==> src/rtl/johnson_seq_gen.sv <==
`timescale 1ns/1ps
`default_nettype none
// +--------------------------------------------------------------------------+
// | johnson_seq_gen: parametrised Johnson/ring sequence generator with       |
// | prescaler, parallel load, phase index and wrap pulse.                    |
// | Optional macro JOHNSON_SELFCORRECT_EN: illegal-state self-correction.    |
// | Revision: 1.0                                                            |
// +--------------------------------------------------------------------------+
module johnson_seq_gen #(
  parameter int WIDTH = 8,
  parameter int DIV_W = 8
) (
  input  logic                          clk,
  input  logic                          rst_n,
  input  logic                          ena,
  input  logic [1:0]                    mode,
  input  logic                          dir,
  input  logic [DIV_W-1:0]              div,
  input  logic [WIDTH-1:0]              load_val,
  output logic [WIDTH-1:0]              q,
  output logic [$clog2(2*WIDTH)-1:0]    phase,
  output logic                          wrap,
  output logic                          state_ok
);

  localparam int PHASE_W = $clog2(2*WIDTH);
  localparam int CNT_W   = $clog2(WIDTH+1) + 1;

  localparam logic [1:0] MODE_JOHNSON = 2'b00;
  localparam logic [1:0] MODE_RING    = 2'b01;
  localparam logic [1:0] MODE_LOAD    = 2'b11;

  localparam logic [PHASE_W-1:0] JOHNSON_LAST = PHASE_W'(2*WIDTH-1);
  localparam logic [PHASE_W-1:0] RING_LAST    = PHASE_W'(WIDTH-1);

  logic [WIDTH-1:0]   q_q, q_d;
  logic [PHASE_W-1:0] phase_q, phase_d;
  logic [DIV_W-1:0]   pc_q, pc_d;
  logic               wrap_q, wrap_d;
  // seen_q: a run mode has been used since reset/load; last_ring_q: which one
  logic               seen_q, seen_d;
  logic               last_ring_q, last_ring_d;

  logic [WIDTH-1:0]   rot;
  logic [CNT_W-1:0]   trans_cnt;
  logic [CNT_W-1:0]   ones_cnt;
  logic [WIDTH-1:0]   shift_val;
  logic [PHASE_W-1:0] ph_last;
  logic [PHASE_W-1:0] ph_next;
  logic               correct;

  always_comb begin
    rot       = {q_q[0], q_q[WIDTH-1:1]};
    trans_cnt = '0;
    ones_cnt  = '0;
    for (int i = 0; i < WIDTH; i++) begin
      trans_cnt = trans_cnt + CNT_W'(q_q[i] ^ rot[i]);
      ones_cnt  = ones_cnt + CNT_W'(q_q[i]);
    end
    case (mode)
      MODE_JOHNSON: state_ok = (trans_cnt <= CNT_W'(2));
      MODE_RING:    state_ok = (ones_cnt == CNT_W'(1));
      default:      state_ok = 1'b1;
    endcase
  end

  always_comb begin
    case ({mode[0], dir})
      2'b00:   shift_val = {q_q[WIDTH-2:0], ~q_q[WIDTH-1]};
      2'b01:   shift_val = {~q_q[0], q_q[WIDTH-1:1]};
      2'b10:   shift_val = {q_q[WIDTH-2:0], q_q[WIDTH-1]};
      default: shift_val = {q_q[0], q_q[WIDTH-1:1]};
    endcase
    ph_last = mode[0] ? RING_LAST : JOHNSON_LAST;
    if (!dir) begin
      ph_next = (phase_q >= ph_last) ? '0 : phase_q + PHASE_W'(1);
    end else begin
      ph_next = (phase_q == '0) ? ph_last : phase_q - PHASE_W'(1);
    end
`ifdef JOHNSON_SELFCORRECT_EN
    correct = ~state_ok;
`else
    correct = 1'b0;
`endif
  end

  always_comb begin
    q_d         = q_q;
    phase_d     = phase_q;
    pc_d        = pc_q;
    wrap_d      = 1'b0;
    seen_d      = seen_q;
    last_ring_d = last_ring_q;
    if (ena) begin
      case (mode)
        MODE_LOAD: begin
          q_d     = load_val;
          phase_d = '0;
          pc_d    = '0;
          seen_d  = 1'b0;
        end
        MODE_JOHNSON, MODE_RING: begin
          seen_d      = 1'b1;
          last_ring_d = mode[0];
          // Johnson<->ring change: restart phase and prescaler, no step
          if (seen_q && (last_ring_q != mode[0])) begin
            phase_d = '0;
            pc_d    = '0;
          end else if (pc_q >= div) begin
            pc_d = '0;
            if (correct) begin
              q_d     = mode[0] ? {{(WIDTH-1){1'b0}}, 1'b1} : '0;
              phase_d = '0;
            end else begin
              q_d     = shift_val;
              phase_d = ph_next;
              wrap_d  = (ph_next == '0);
            end
          end else begin
            pc_d = pc_q + DIV_W'(1);
          end
        end
        default: ;
      endcase
    end
  end

  always_ff @(posedge clk or negedge rst_n) begin
    if (!rst_n) begin
      q_q         <= '0;
      phase_q     <= '0;
      pc_q        <= '0;
      wrap_q      <= 1'b0;
      seen_q      <= 1'b0;
      last_ring_q <= 1'b0;
    end else begin
      q_q         <= q_d;
      phase_q     <= phase_d;
      pc_q        <= pc_d;
      wrap_q      <= wrap_d;
      seen_q      <= seen_d;
      last_ring_q <= last_ring_d;
    end
  end

  assign q     = q_q;
  assign phase = phase_q;
  assign wrap  = wrap_q;

endmodule
`default_nettype wire
==> config.mk <==
export PLATFORM = sky130hd
export DESIGN_NAME = johnson_seq_gen
export DESIGN_NICKNAME = d
export VERILOG_FILES = /design/src/rtl/johnson_seq_gen.sv
export SDC_FILE = /design/constraint.sdc
export NUM_CORES = 1
export LEC_CHECK = 0
export ABC_CLOCK_PERIOD_IN_PS = 3900
export BUFFER_PORTS_ARGS = -buffer_cell sky130_fd_sc_hd__buf_2
export CAP_MARGIN = 20
export CORE_ASPECT_RATIO = 0.5
export CORE_UTILIZATION = 25
export DETAILED_ROUTE_END_ITERATION = 12
export SKIP_CTS_REPAIR_TIMING = 1
export SKIP_LAST_GASP = 1
export SYNTH_ARGS = -nofsm -noshare
export SYNTH_HDL_FRONTEND = slang
export SYNTH_SLANG_ARGS = --single-unit
export TNS_END_PERCENT = 20
==> constraint.sdc <==
create_clock -name clk -period 3.9 [get_ports clk]
set_input_delay 0 -clock clk [delete_from_list [all_inputs] [get_ports clk]]
set_output_delay 0 -clock clk [all_outputs]
set_load 0.05 [all_outputs]
==> results.sh, run 1 <==
export IMPL_finalNonFillerCells=417
export IMPL_post_route_period_util_pct=96.29
export IMPL_end_kind="output pin"
export IMPL_port_buffers=35
export IMPL_grt_max_degree=24
export IMPL_rr_startpoint="pc_q[2]"
export IMPL_yosysUniqueCellTypes=51
export IMPL_hold_start="load_val[4]"
export IMPL_drc=0
export IMPL_yosys_warnings=0
export IMPL_setup_ws_ns=0.1446
export IMPL_path_class="reg2out"
export IMPL_hp_class="in2reg"
export IMPL_tightest_slew_ns=0.6997
export IMPL_outcome="finished with violations"
export IMPL_cp_max_fo=3
export IMPL_max_freq_mhz=266.3
export IMPL_min_period_ns=3.755
export IMPL_setup_viol=0
export IMPL_pin_count=36
export IMPL_clock_sinks=23
export IMPL_via_count=2029
export IMPL_placed_area_mm2=0.002577
export IMPL_cts_tree="yes"
export IMPL_antenna_left=0
export IMPL_gp_congestion=0.7531
export IMPL_clockBufferDepth=2
export IMPL_drt_iter0_markers=74
export IMPL_grt_total_usage_pct=11.89
export IMPL_cts_buffers_inserted=3
export IMPL_holdPathEnd="q[4]"
export IMPL_final_layout_size_suffix_gt1_share_pct=20.67
export IMPL_violations="negative hold slack"
export IMPL_finalInstanceArea_mm2=0.002718
export IMPL_slew_limit_headroom_pct=53.36
export IMPL_pwr_density_cell_mw_per_mm2=830.0
export IMPL_r2r_end="phase[2]"
export IMPL_synth_common_cells="36 x inv_1, 23 x dfrtp_1, 20 x ha_1"
export IMPL_dp_cells=410
export IMPL_final_nets=351
export IMPL_rows=24
export IMPL_syn_area_mm2=0.002298
export IMPL_place_hpwl_um=4176
export IMPL_wl_um=5559
export IMPL_clk_latency_ns=0.26
export IMPL_whs_path_depth=3
export IMPL_synth_edf_count=0
export IMPL_slew_violations=0
export IMPL_die_h_um=69.80
export IMPL_core_area_mm2=0.008798
export IMPL_async_flop_share_pct=100.0
export IMPL_final_fill_count=947
export IMPL_hold_viol=2
export IMPL_htree_levels=1
export IMPL_syn_avg_cell_area_um2=8.513
export IMPL_grt_overflow_total=0
export IMPL_crit_path_start_kind="flop"
export IMPL_synthTopCellsByArea="dfrtp_1 25%, ha_1 11%, fa_1 7.0%"
export IMPL_skew_ns=0.003625
export IMPL_synth_top_area_share_pct=25.04
export IMPL_grt_pass1_wl_um=9128
export IMPL_max_vdd_ir_drop_uv=930.6
export IMPL_ys_seq_area_share_pct=25.04
export IMPL_dpl_worst_slack_ns=-0.0005165
export IMPL_synth_cells=270
export IMPL_area_growth_pct=18.24
export IMPL_synth_most_common_cell="inv_1"
export IMPL_synth_fp_nets=320
export IMPL_via_per_inst=4.866
export IMPL_grt_pass1_vias=1815
export IMPL_start_util_pct=26.12
export IMPL_ys_flop_type="dfrtp_1"
export IMPL_max_cap_viol_count=0
export IMPL_arrival_ns=3.76
export IMPL_wl_per_cell_um=13.33
export IMPL_r2r_setup_slack_ns=1.56
export IMPL_antenna_found_initial=0
export IMPL_hold_slack_ns=-0.01303
export IMPL_synth_top_area_cell="dfrtp_1"
export IMPL_utilization_pct=30.89
export IMPL_die_area_mm2=0.009604
export IMPL_dr_pass1_iters=4
export IMPL_ys_ff_latch=23
export IMPL_rr_worst_depth=6
export IMPL_path_clk_slew_ns=0.06
export IMPL_p_leak_uw=0.001205
export IMPL_die_x_um=137.6
export IMPL_required_ns=3.90
export IMPL_diodes=0
export IMPL_root_buffer="clkbuf_16"
## kinds of logic after synthesis
kind of cell | Yosys count | share of synthesized area, %
AND/OR/NAND/NOR | 77 | 17.42
AO/OA/AOI/OAI | 74 | 23.52
buffers and inverters | 54 | 10.67
adder cells (fa/ha/maj) | 28 | 17.86
flip-flops | 23 | 25.04
XOR/XNOR | 11 | 4.192
multiplexers | 3 | 1.307
## flip-flops by register name, summed over array words and instances, names as in the netlist
name	count
q	8
last_ring_q	1
phase	4
pc_q	8
wrap	1
seen_q	1
## metal layers
layer	vias up	GRT usage, %	wire length, µm
met1	972	17.32	2857
met2	28	18.65	2532
met5	-	0	0
met4	0	1.832	33
li1	1027	-	-
met3	2	1.827	135
## cells in the final DEF, fill, tap and decap left out, types with 7 or more instances in the layout
cell type,n
a21oi_1,12
a31oi_1,11
buf_2,34
buf_4,7
dfrtp_1,19
fa_1,7
ha_1,19
inv_1,36
nand2_1,13
nand3_1,14
nand4_1,13
nor2_1,14
o21ai_0,11
o21ai_1,7
xnor2_1,8
## power breakdown
group	switching, µW	internal [µW]	leakage (µW)
Clock	86.6	140	0.0000382
Combinational	985	697	0.000879
Sequential	63.5	284	0.000287
Total	1130	1120	0.00120
## per-stage QoR
| step | setup TNS, ns | total power [µW] |
|---|---|---|
| final | 0 | 2256 |
| after global routing | -0.02516 | 2507 |
| after detailed placement | -0.0005165 | 1794 |
| after CTS | -0.2975 | 2028 |
| after global placement | 0 | 1743 |
| after floorplan | 0 | 1474 |
## cell type report
| class | count | area, µm² | area share [%] |
|---|---|---|---|
| Multi-Input combinational cell | 193 | 1523 | 56.03 |
| Timing Repair Buffer | 44 | 254.0 | 9.346 |
| Clock buffer | 4 | 78.83 | 2.901 |
| Tap cell | 117 | 146.4 | 5.387 |
| Inverter | 36 | 135.1 | 4.972 |
| Sequential cell | 23 | 580.6 | 21.36 |
## worst max-delay path: stages (launching register included)
cell and delay [ns]:
dfrtp_2 0.42, ha_1 0.28, inv_1 0.05, fa_1 0.46, fa_1 0.51, fa_1 0.40
inv_1 0.07, ha_2 0.17, inv_1 0.06, fa_2 0.42, a2111oi_4 0.21, a21oi_2 0.08
o221ai_4 0.17, buf_6 0.18
## worst max path at each step
stage	start	cells after the start	end
finish	q[1]	13	state_ok
global route	q[1]	13	state_ok
CTS	q[1]	13	state_ok
detailed placement	q[1]	13	state_ok
global placement	q[1]	13	state_ok
floorplan	q[0]	12	state_ok
(Power assumes the default switching activity.)
==> inputs of run 2 (changes only) <==
--- a/config.mk
+++ b/config.mk
@@ -8,9 +8,12 @@
 export ABC_CLOCK_PERIOD_IN_PS = 3900
 export BUFFER_PORTS_ARGS = -buffer_cell sky130_fd_sc_hd__buf_2
 export CAP_MARGIN = 20
+export CELL_PAD_IN_SITES_DETAIL_PLACEMENT = 0
+export CELL_PAD_IN_SITES_GLOBAL_PLACEMENT = 2
 export CORE_ASPECT_RATIO = 0.5
-export CORE_UTILIZATION = 25
+export CORE_UTILIZATION = 34
 export DETAILED_ROUTE_END_ITERATION = 12
+export PLACE_DENSITY_LB_ADDON = 0.1
 export SKIP_CTS_REPAIR_TIMING = 1
 export SKIP_LAST_GASP = 1
 export SYNTH_ARGS = -nofsm -noshare
==> run 2 against run 1 <==
  * The run still ends with negative hold slack left
  * Hold slack better by 0.0091 ns
  * First-iteration DRC count increased by 22%
  * Non-clock buffer count rose by 2
  * Critical path depth stayed put
  * Routed wire length grew 6.5%
  * Fmax shrank 1.7%
  * Total power increased by 4.8%
  * Clock-buffer cell count decreased by 1
  * Largest cell class unchanged
  * Largest power group unchanged
==> results.sh, run 2 (same netlist as run 1, synthesis figures left out) <==
export IMPL_cts_buffers_inserted=3
export IMPL_hp_class="in2reg"
export IMPL_clock_sinks=23
export IMPL_cp_cell_sequence="ha_4, inv_2, fa_1, fa_1, fa_1, inv_1, ha_2, inv_2, fa_2, a2111oi_4, a21oi_2, o221ai_4, buf_6"
export IMPL_gp_congestion=0.7962
export IMPL_drt_iter0_markers=90
export IMPL_pwr_density_cell_mw_per_mm2=869.5
export IMPL_required_ns=3.90
export IMPL_dr_pass1_iters=4
export IMPL_via_count=2043
export IMPL_grt_max_degree=24
export IMPL_max_vdd_ir_drop_uv=344.7
export IMPL_final_nets=353
export IMPL_crit_top_cell="fa_1"
export IMPL_via_per_inst=5.238
export IMPL_diodes=0
export IMPL_end_kind="output pin"
export IMPL_rsz0062_at_grt="true"
export IMPL_start_util_pct=36.59
export IMPL_p_leak_uw=0.001224
export IMPL_post_route_period_util_pct=97.92
export IMPL_core_area_mm2=0.006281
export IMPL_place_hpwl_um=4488
export IMPL_wl_per_cell_um=15.18
export IMPL_arrival_ns=3.82
export IMPL_hold_slack_ns=-0.003954
export IMPL_area_growth_pct=18.29
export IMPL_port_buffers=35
export IMPL_grt_total_usage_pct=18.21
export IMPL_outcome="finished with violations"
export IMPL_setup_viol=0
export IMPL_rows=20
export IMPL_die_x_um=118.3
export IMPL_hold_viol=1
export IMPL_max_freq_mhz=261.8
export IMPL_root_buffer="clkbuf_16"
export IMPL_max_stage_delay_ns=0.53
export IMPL_min_period_ns=3.819
export IMPL_final_layout_size_suffix_gt1_share_pct=23.18
export IMPL_drc=0
export IMPL_cts_tree="yes"
export IMPL_path_clk_slew_ns=0.06
export IMPL_pin_count=36
export IMPL_totalNegativeSetupSlack_ns=0
export IMPL_path_delay_family="adder cells"
export IMPL_slowest_stage="fa_1"
export IMPL_grt_pass1_vias=2044
export IMPL_slew_violations=0
export IMPL_slew_limit_headroom_pct=51.36
export IMPL_die_h_um=60.14
export IMPL_antenna_left=0
export IMPL_skew_ns=0.002660
export IMPL_mostFrequentLayoutCells="34 x inv_1, 34 x buf_2, 19 x dfrtp_1"
export IMPL_grt_overflow_total=0
export IMPL_tightest_slew_ns=0.7295
export IMPL_cp_max_fo=3
export IMPL_r2r_setup_slack_ns=1.55
export IMPL_grt_pass1_wl_um=10060
export IMPL_antenna_found_initial=0
export IMPL_htree_levels=1
export IMPL_die_area_mm2=0.007113
export IMPL_path_class="reg2out"
export IMPL_clk_latency_ns=0.26
export IMPL_clockBufferDepth=2
export IMPL_crit_path_start_kind="flop"
export IMPL_wl_um=5919
export IMPL_violations="negative hold slack"
export IMPL_crit_buf_inv=4
export IMPL_max_cap_viol_count=0
run 2: area by class of cell:
cell class,count,area [µm²]
Fill cell,666,3562
Tap cell,88,110.1
Timing Repair Buffer,46,270.3
Sequential cell,23,580.6
Multi-Input combinational cell,193,1543
Clock inverter,1,5.005
Clock buffer,3,75.07
Inverter,36,135.1
run 2: through the flow:
stage | area (µm²) | std cells | total power (µW) | setup WS [ns] | utilization [%]
final | 2719 | 390 | 2364 | 0.08094 | 43.29
after global routing | 2719 | 390 | 2604 | -0.07274 | 43.29
after CTS | 2636 | 387 | 2060 | -0.3263 | 41.97
after detailed placement | 2556 | 383 | 1812 | -0.03072 | 40.70
after global placement | 2556 | 383 | 1770 | 0.09048 | 40.70
after floorplan | 2321 | 270 | 1474 | 0.005717 | -
run 2: worst min-delay path: cells and delay by family:
kind | cells | cell delay [ns]
and+or+nand+nor | 2 | 0.14
buffers and inverters | 1 | 0.07
run 2: path summary, 6_finish.rpt:
path / start / to / depth (start not counted)
worst max-delay path: q[1] / state_ok / 13
worst min-delay path: load_val[6] / q[6] / 3
worst max register to register: pc_q[2] / phase[2] / 6
worst min register to register: pc_q[7] / pc_q[7] / 1
max in group asynchronous: rst_n / q[3] / 2
min in group asynchronous: rst_n / pc_q[6] / 2
run 2: per-layer routing:
layer | GRT usage [%] | wire, µm
met3 | 3.053 | 148
met1 | 23.85 | 2972
met2 | 32.35 | 2770
met4 | 3.480 | 27
met5 | 0 | 0
run 2: power by group:
part	switching, µW	internal [µW]
clock network	93.0	138
logic	1020	763
registers	62.2	284
==> inputs of run 3 (changes only) <==
--- a/config.mk
+++ b/config.mk
@@ -14,6 +14,7 @@
 export CORE_UTILIZATION = 34
 export DETAILED_ROUTE_END_ITERATION = 12
 export PLACE_DENSITY_LB_ADDON = 0.1
+export RECOVER_POWER = 50
 export SKIP_CTS_REPAIR_TIMING = 1
 export SKIP_LAST_GASP = 1
 export SYNTH_ARGS = -nofsm -noshare
==> run 3 against run 2 <==
  * The run still ends with negative hold slack left
  * Die area unchanged
  * Clock power about the same
  * Core utilization down 0.12 points
  * Clock skew down 0.00070 ns
  * Setup slack worse by 0.00054 ns
==> results.sh, run 3 (same netlist as run 1, synthesis figures left out) <==
export IMPL_outcome="finished with violations"
export IMPL_violations="negative hold slack"
export IMPL_die_area_mm2=0.007113
export IMPL_utilization_pct=43.17
export IMPL_port_buffers=35
export IMPL_core_area_mm2=0.006281
export IMPL_grt_overflow_total=0
export IMPL_grt_pass1_vias=2044
export IMPL_slowest_stage="fa_1"
export IMPL_area_growth_pct=17.96
export IMPL_gp_congestion=0.7962
export IMPL_r2r_end="phase[2]"
export IMPL_clk_latency_ns=0.26
export IMPL_clockBufferDepth=2
export IMPL_drc=0
export IMPL_dr_pass1_iters=4
export IMPL_endpoint="state_ok"
export IMPL_wl_um=5949
export IMPL_r2r_setup_slack_ns=1.54
export IMPL_path_delay_family="adder cells"
export IMPL_tightest_slew_ns=1.375
export IMPL_mostFrequentLayoutCells="34 x inv_1, 28 x buf_2, 19 x dfrtp_1"
export IMPL_pwr_density_cell_mw_per_mm2=871.5
export IMPL_skew_ns=0.001962
export IMPL_finalInstanceArea_mm2=0.002711
export IMPL_grt_pass1_wl_um=10060
export IMPL_cp_cell_sequence="ha_4, inv_2, fa_1, fa_1, fa_1, inv_1, ha_2, inv_2, fa_2, a2111oi_4, a21oi_2, o221ai_4, buf_6"
export IMPL_slew_limit_headroom_pct=8.313
export IMPL_path_clk_slew_ns=0.06
export IMPL_slew_violations=0
export IMPL_max_stage_delay_ns=0.53
export IMPL_root_buffer="clkbuf_16"
export IMPL_rows=20
export IMPL_cts_buffers_inserted=3
export IMPL_rr_worst_depth=6
export IMPL_pin_count=36
export IMPL_diodes=0
export IMPL_startpoint="q[1]"
export IMPL_rr_startpoint="pc_q[2]"
export IMPL_die_h_um=60.14
export IMPL_max_cap_viol_count=0
export IMPL_final_layout_size_suffix_gt1_share_pct=21.19
export IMPL_max_freq_mhz=261.8
export IMPL_cts_tree="yes"
export IMPL_rsz0062_at_grt="true"
export IMPL_cp_max_fo=3
export IMPL_wl_per_cell_um=15.25
export IMPL_crit_top_cell="fa_1"
export IMPL_grt_max_degree=24
export IMPL_min_period_ns=3.820
export IMPL_end_kind="output pin"
export IMPL_hp_class="in2reg"
export IMPL_final_common_cell="inv_1"
export IMPL_hold_viol=1
export IMPL_path_class="reg2out"
export IMPL_post_route_period_util_pct=97.94
export IMPL_crit_cells=13
export IMPL_die_x_um=118.3
export IMPL_setup_viol=0
export IMPL_htree_levels=1
export IMPL_arrival_ns=3.82
export IMPL_grt_total_usage_pct=18.21
export IMPL_crit_path_start_kind="flop"
export IMPL_p_leak_uw=0.001205
export IMPL_final_nets=353
export IMPL_antenna_left=0
export IMPL_max_vdd_ir_drop_uv=344.5
export IMPL_via_per_inst=5.256
export IMPL_required_ns=3.90
export IMPL_drt_iter0_markers=80
export IMPL_crit_buf_inv=4
export IMPL_antenna_found_initial=0
export IMPL_via_count=2050
export IMPL_place_hpwl_um=4488
export IMPL_placed_area_mm2=0.002556
export IMPL_hold_slack_ns=-0.004817
export IMPL_start_util_pct=36.59
export IMPL_final_fill_count=669
export IMPL_clock_sinks=23
==> run 3: changes by cell type in the layout (fill, tap and decap cells not counted) <==
cell      delta
buf_2        -6
clkbuf_1     +6
==> run 3: final cells by class <==
cell class	instances	area, µm²	share of cell area, %
well taps	88	110.1	4.061
multi-input cells	193	1543	56.90
clock inverters	1	5.005	0.1846
repair buffers	46	262.8	9.691
clock buffers	3	75.07	2.769
flip-flops and latches	23	580.6	21.41
inverters	36	135.1	4.984
==> run 3: layer usage <==
metal | global-route usage [%] | share of wire, % | wire [µm]
met5 | 0 | 0 | 0
met4 | 3.480 | 0.45 | 27
met3 | 3.053 | 2.5 | 146
met2 | 32.35 | 47 | 2780
met1 | 23.85 | 50 | 2995
==> run 3: worst min path at each step <==
stage	start	end	slack [ns]	cells past startpoint
after floorplan	rst_n	last_ring_q	-0.30	0
after global placement	rst_n	pc_q[6]	0.02	1
after detailed placement	rst_n	pc_q[6]	0.03	1
after CTS	rst_n	seen_q	-0.25	1
after global routing	load_val[4]	q[4]	0.0002	3
final	load_val[6]	q[6]	-0.005	3
==> run 3: power breakdown <==
part,total [µW],leakage [µW],switching [µW],internal [µW]
clock network,232,0.0000409,93.8,138
registers,346,0.000287,62.2,284
logic,1780,0.000877,1020,760
==> run 3: worst reg2reg max path, delay by kind of cell (launching register included) <==
kind / cells / cell delay (ns)
compound gates: 4 / 1.30
flops: 1 / 0.44
fa+ha+maj: 1 / 0.32
simple gates: 1 / 0.19
==> run 3: per-stage QoR <==
stage	TNS, ns	setup slack, ns	power (µW)	cells
global route	-0.07274	-0.07274	2602	390
finish	0	0.08041	2363	390
detailed placement	-0.03072	-0.03072	1812	383
CTS	-0.3263	-0.3263	2060	387
global placement	0	0.09048	1770	383
floorplan	0	0.005717	1474	270
